===== config.mk =====
export PLATFORM = sky130hd
export DESIGN_NAME = interrupt_arbiter
export DESIGN_NICKNAME = d
export VERILOG_FILES = /design/src/rtl/intc_pkg.sv /design/src/rtl/intc_priority_pick.sv /design/src/rtl/interrupt_arbiter.sv
export SDC_FILE = /design/constraint.sdc
export NUM_CORES = 1
export LEC_CHECK = 0
export CORE_UTILIZATION = 35
export DETAILED_ROUTE_END_ITERATION = 6
export DONT_BUFFER_PORTS = 1
export GPL_TIMING_DRIVEN = 0
export HOLD_SLACK_MARGIN = 0.03
export PLACE_DENSITY = 0.46
export SLEW_MARGIN = 20
export SYNTH_ARGS = -nofsm -noshare
export SYNTH_HDL_FRONTEND = slang
export SYNTH_HIERARCHICAL = 1
export SYNTH_SLANG_ARGS = --single-unit
export TNS_END_PERCENT = 100

===== constraint.sdc =====
create_clock -name clk -period 1.5 [get_ports clk]
set_input_delay 0.3 -clock clk [delete_from_list [all_inputs] [get_ports clk]]
set_output_delay 0.3 -clock clk [all_outputs]
set_load 0.1 [all_outputs]

===== src/rtl/intc_pkg.sv =====
// Shared types and default sizing for the interrupt arbiter.
package intc_pkg;

  typedef enum logic [1:0] {
    IDLE     = 2'd0,
    ASSERT   = 2'd1,
    WAIT_ACK = 2'd2
  } intc_state_t;

  localparam int NUM_SRC_DEF      = 4;
  localparam int PULSE_CYCLES_DEF = 7;

endpackage


===== src/rtl/intc_priority_pick.sv =====
// Combinational winner selection over the eligible vector.
// Build option: ROUND_ROBIN_EN -> search begins at 'start' and wraps;
// otherwise the search always begins at index 0 (lowest index wins).
module intc_priority_pick #(
  parameter int NUM_SRC = 4,
  parameter int IDW     = $clog2(NUM_SRC)
) (
  input  logic [NUM_SRC-1:0] eligible,
  input  logic [IDW-1:0]     start,
  output logic [IDW-1:0]     winner,
  output logic               valid
);

  logic [IDW-1:0] start_eff;

`ifdef ROUND_ROBIN_EN
  assign start_eff = start;
`else
  // Fixed priority ignores the rotating start point.
  logic unused_start;
  assign unused_start = ^start;
  assign start_eff    = '0;
`endif

  // Walk the sources from the farthest to the nearest offset so the
  // nearest eligible one (relative to start_eff) is the last assignment.
  always_comb begin
    winner = '0;
    valid  = 1'b0;
    for (int k = NUM_SRC - 1; k >= 0; k--) begin
      int idx;
      idx = int'(start_eff) + k;
      if (idx >= NUM_SRC) idx = idx - NUM_SRC;
      if (eligible[idx]) begin
        winner = IDW'(idx);
        valid  = 1'b1;
      end
    end
  end

endmodule


===== src/rtl/interrupt_arbiter.sv =====
// Interrupt arbiter: latches rising edges of level requests as pending
// events, grants one unmasked pending source at a time, pulses the CPU
// interrupt line for PULSE_CYCLES and waits for int_ack before regranting.
// Build option: ROUND_ROBIN_EN selects rotating priority (default: fixed,
// lowest index wins).
module interrupt_arbiter
  import intc_pkg::*;
#(
  parameter int NUM_SRC      = NUM_SRC_DEF,
  parameter int PULSE_CYCLES = PULSE_CYCLES_DEF
) (
  input  logic                       clk,
  input  logic                       rst,
  input  logic [NUM_SRC-1:0]         req,
  input  logic                       int_en,
  input  logic                       mask_we,
  input  logic [NUM_SRC-1:0]         mask_din,
  input  logic                       int_ack,
  output logic                       interrupt,
  output logic [$clog2(NUM_SRC)-1:0] src_id,
  output logic [NUM_SRC-1:0]         pending,
  output logic                       busy
);

  localparam int IDW = $clog2(NUM_SRC);
  localparam int CW  = $clog2(PULSE_CYCLES + 1);
  localparam logic [CW-1:0] CNT_LAST = CW'(PULSE_CYCLES - 1);

  intc_state_t        state_reg, state_next;
  logic [NUM_SRC-1:0] req_q_reg;
  logic [NUM_SRC-1:0] pending_reg, pending_next;
  logic [NUM_SRC-1:0] mask_reg;
  logic [CW-1:0]      cnt_reg;
  logic [IDW-1:0]     src_id_reg;

  logic [NUM_SRC-1:0] rise;
  logic [NUM_SRC-1:0] eligible;
  logic [NUM_SRC-1:0] clr_vec;
  logic [IDW-1:0]     pick_start;
  logic [IDW-1:0]     pick_winner;
  logic               pick_valid;
  logic               grant;

  assign rise     = req & ~req_q_reg;
  assign eligible = pending_reg & ~mask_reg;
  assign grant    = (state_reg == IDLE) && int_en && pick_valid;

`ifdef ROUND_ROBIN_EN
  // Tracks whether any grant happened since reset, so the first search
  // starts at 0 instead of src_id+1.
  logic rr_armed_reg;

  // Arm rotation on the first grant after reset.
  always_ff @(posedge clk) begin
    if (rst) rr_armed_reg <= 1'b0;
    else if (grant) rr_armed_reg <= 1'b1;
  end

  assign pick_start = !rr_armed_reg ? '0 :
                      (src_id_reg == IDW'(NUM_SRC - 1)) ? '0 : src_id_reg + 1'b1;
`else
  assign pick_start = '0;
`endif

  intc_priority_pick #(
    .NUM_SRC (NUM_SRC),
    .IDW     (IDW)
  ) u_pick (
    .eligible (eligible),
    .start    (pick_start),
    .winner   (pick_winner),
    .valid    (pick_valid)
  );

  // Pending update: clear the granted bit, but a same-cycle rise re-sets it.
  always_comb begin
    clr_vec = '0;
    if (grant) clr_vec[pick_winner] = 1'b1;
    pending_next = (pending_reg & ~clr_vec) | rise;
  end

  // State register.
  always_ff @(posedge clk) begin
    if (rst) state_reg <= IDLE;
    else     state_reg <= state_next;
  end

  // Next-state logic; an ack during the pulse takes priority over timeout.
  always_comb begin
    state_next = state_reg;
    case (state_reg)
      IDLE:     if (grant) state_next = ASSERT;
      ASSERT: begin
        if (int_ack)                   state_next = IDLE;
        else if (cnt_reg == CNT_LAST)  state_next = WAIT_ACK;
      end
      WAIT_ACK: if (int_ack) state_next = IDLE;
      default:  state_next = IDLE;
    endcase
  end

  // Moore outputs decoded from the state.
  always_comb begin
    interrupt = (state_reg == ASSERT);
    busy      = (state_reg != IDLE);
  end

  // Edge detect, pending/mask registers, granted id and pulse counter.
  always_ff @(posedge clk) begin
    if (rst) begin
      req_q_reg   <= '1;
      pending_reg <= '0;
      mask_reg    <= '0;
      src_id_reg  <= '0;
      cnt_reg     <= '0;
    end else begin
      req_q_reg   <= req;
      pending_reg <= pending_next;
      if (mask_we) mask_reg <= mask_din;
      if (grant) begin
        src_id_reg <= pick_winner;
        cnt_reg    <= '0;
      end else if (state_reg == ASSERT) begin
        cnt_reg    <= cnt_reg + 1'b1;
      end
    end
  end

  assign src_id  = src_id_reg;
  assign pending = pending_reg;

endmodule


==> results.py <==
metrics = {
    "outcome": {
        "status": "complete, but fails checks",
        "failed_checks": "negative setup slack",
    },
    "cts": {
        "postCtsHoldBufs": 0,
        "clk_path_buf_depth": 2,
        "numCtsBuffers": 3,
        "insertion_delay_ns": 0.29,
        "clk_pin_slew_ns": 0.10,
        "cts.sink_count": 19,
        "cts_tree": "built",
        "cts_root_buf": "clkbuf_4",
        "cts_max_level": 1,
    },
    "yosys": {
        "syn_inst": 87,
        "synthesis.area_um2": 831,
        "synth_fp_nets": 102,
        "yosysWarnings": 6,
        "syn_area_per_cell_um2": 9.55,
    },
    "placed_design": {
        "pre_cts_ws_ns": -0.261,
        "place_inst": 115,
        "port_buffers": 0,
        "place_congestion": 0.728,
    },
    "power": {
        "powerDensity_nw_per_um2": 995,
        "static-leakage-power_nw": 0.384,
        "ir_drop_mv": 0.474,
    },
    "critical_path": {
        "cp_max_fo": 5,
        "crit_slowest_cell": "dfxtp_4",
        "slowest_delay_ns": 0.55,
        "crit_arrival_ns": 1.74,
        "critical_path_class": "reg2reg",
        "critPathBufInv": 0,
        "endpoint_kind": "flip-flop",
        "cp.required_ns": 1.68,
        "worstSetupStartpointType": "flip-flop",
        "path_cells": "nor2b_4 -> nor2_2 -> nand2_2 -> nand4bb_4 -> o31ai_2 -> a21oi_1",
        "cp_top_family": "flip-flops",
    },
    "timing": {
        "finalMaxSlewViolations": 0,
        "slew_headroom": 0.643,
        "clock.fmax_mhz": 643,
        "worst_pin_slew_ns": 0.536,
        "finalClockSkew_ns": 0.00196,
        "setup_viol": 8,
        "finalHoldViolCount": 0,
        "fin_ws_ns": -0.0544,
        "rsz0062_at_grt": "true",
        "fin_crit_sh": 1.04,
        "finalCriticalPeriod_ns": 1.55,
    },
    "floorplan": {
        "io_pins": 21,
        "core.rowCount": 17,
        "die_h_um": 50.7,
        "core_um2": 2230,
        "die_width_um": 50.7,
        "die_area_um2": 2570,
        "initial_core_util": 0.372,
    },
    "global_routing": {
        "grt_pass1_wl_um": 2730,
        "overflow": 0,
        "grt_usage": 0.148,
        "grt_pass1_vias": 586,
        "antenna_found_initial": 0,
        "grt_start_max_net_pins": 11,
    },
    "detailed_routing": {
        "via_per_inst": 4.96,
        "wirelength_um": 1650,
        "drc": 0,
        "vias": 620,
        "wl_per_cell_um": 13.2,
        "drt-initial-drc-count": 7,
        "drtAntennaViolNets": 0,
        "drt_pre_antenna_iters": 4,
    },
    "cells_and_area": {
        "insertedDiodeCount": 0,
        "final_layout_size_suffix_gt1_frac": 0.402,
        "stdcell_count": 125,
        "nets": 113,
        "fillers": 224,
        "area_delta_synth_final_pct": 29.7,
    },
    "hold_path": {
        "hold_class": "in2reg",
    },
    "run": {
        "drv_cap": 0,
    },
}
## power by group
group / total [mW] / switching [mW] / internal [mW]
combinational: 0.214 / 0.117 / 0.0967
sequential: 0.605 / 0.0760 / 0.529
clock: 0.254 / 0.150 / 0.103
total: 1.07 / 0.344 / 0.729
## worst reg2reg max path: cells and delay by family (launching register included)
kind / cells / cell delay [ns]
flops: 1 / 0.55
simple gates: 4 / 0.55
compound gates: 2 / 0.34
## metal layers
layer | wire length, µm | GRT usage | share of wire | vias up
met5 | 0 | 0 | 0 | -
met4 | 14 | 0.0694 | 0.0085 | 0
met3 | 100 | 0.0485 | 0.061 | 2
met2 | 732 | 0.216 | 0.44 | 13
met1 | 803 | 0.196 | 0.49 | 290
li1 | - | - | - | 315
## area by class of cell
| cell class | instances | area [µm²] | area share |
|---|---|---|---|
| Multi-Input combinational cell | 62 | 517 | 0.480 |
| Timing Repair Buffer | 6 | 60.1 | 0.0557 |
| Clock buffer | 4 | 26.3 | 0.0244 |
| Sequential cell | 19 | 399 | 0.371 |
| Inverter | 2 | 7.51 | 0.00697 |
| Buffer | 4 | 32.5 | 0.0302 |
| Tap cell | 28 | 35.0 | 0.0325 |
## metrics by stage
| stage | TNS (ns) | hold slack (ns) | util | power [mW] | cell area [µm²] |
|---|---|---|---|---|---|
| 2_1_floorplan | -0.0409 | 0.379 | - | 0.739 | 846 |
| 3_5_place_dp | -0.969 | 0.385 | 0.394 | 0.763 | 881 |
| 5_1_grt | -0.759 | 0.0580 | 0.482 | 1.13 | 1080 |
| 6_report | -0.228 | 0.0757 | 0.482 | 1.07 | 1080 |
| 4_1_cts | -0.185 | 0.0569 | 0.449 | 1.06 | 1000 |
| 3_3_place_gp | -0.829 | 0.384 | 0.394 | 0.760 | 881 |
## cell usage in the layout, fill, tap and decap left out, types with 2 or more instances in the layout
master,instances
clkbuf_4,3
clkbuf_1,2
dfxtp_4,4
ha_1,2
nor2_1,5
nor2_2,2
nor3_1,2
o21ai_1,3
inv_1,2
nand2_2,3
a21oi_2,2
buf_4,2
mux2i_1,4
a21oi_1,6
dfxtp_2,3
dfxtp_1,12
or2_1,4
nand2_1,3
nand2b_1,7
buf_6,4
nor2b_4,4
## worst paths after layout
path,from,endpoint,slack [ns],cells past startpoint
setup reg to reg,pending[1]$_SDFF_PP0_,pending[0]$_SDFF_PP0_,-0.05,6
hold reg to reg,req_q_reg[1]$_SDFF_PP1_,pending[1]$_SDFF_PP0_,0.48,2
setup / recovery,pending[1]$_SDFF_PP0_,pending[0]$_SDFF_PP0_,-0.05,6
hold / removal,int_ack,state_reg[1]$_SDFFE_PP0P_,0.08,1
## what timing repair did
item	in CTS	in global routing
buffers inserted	3	4
endpoints found under the setup margin	11	9
gates resized for setup	19	13
pin swaps	3	13
No activity file was read; power rests on OpenSTA's default activity.
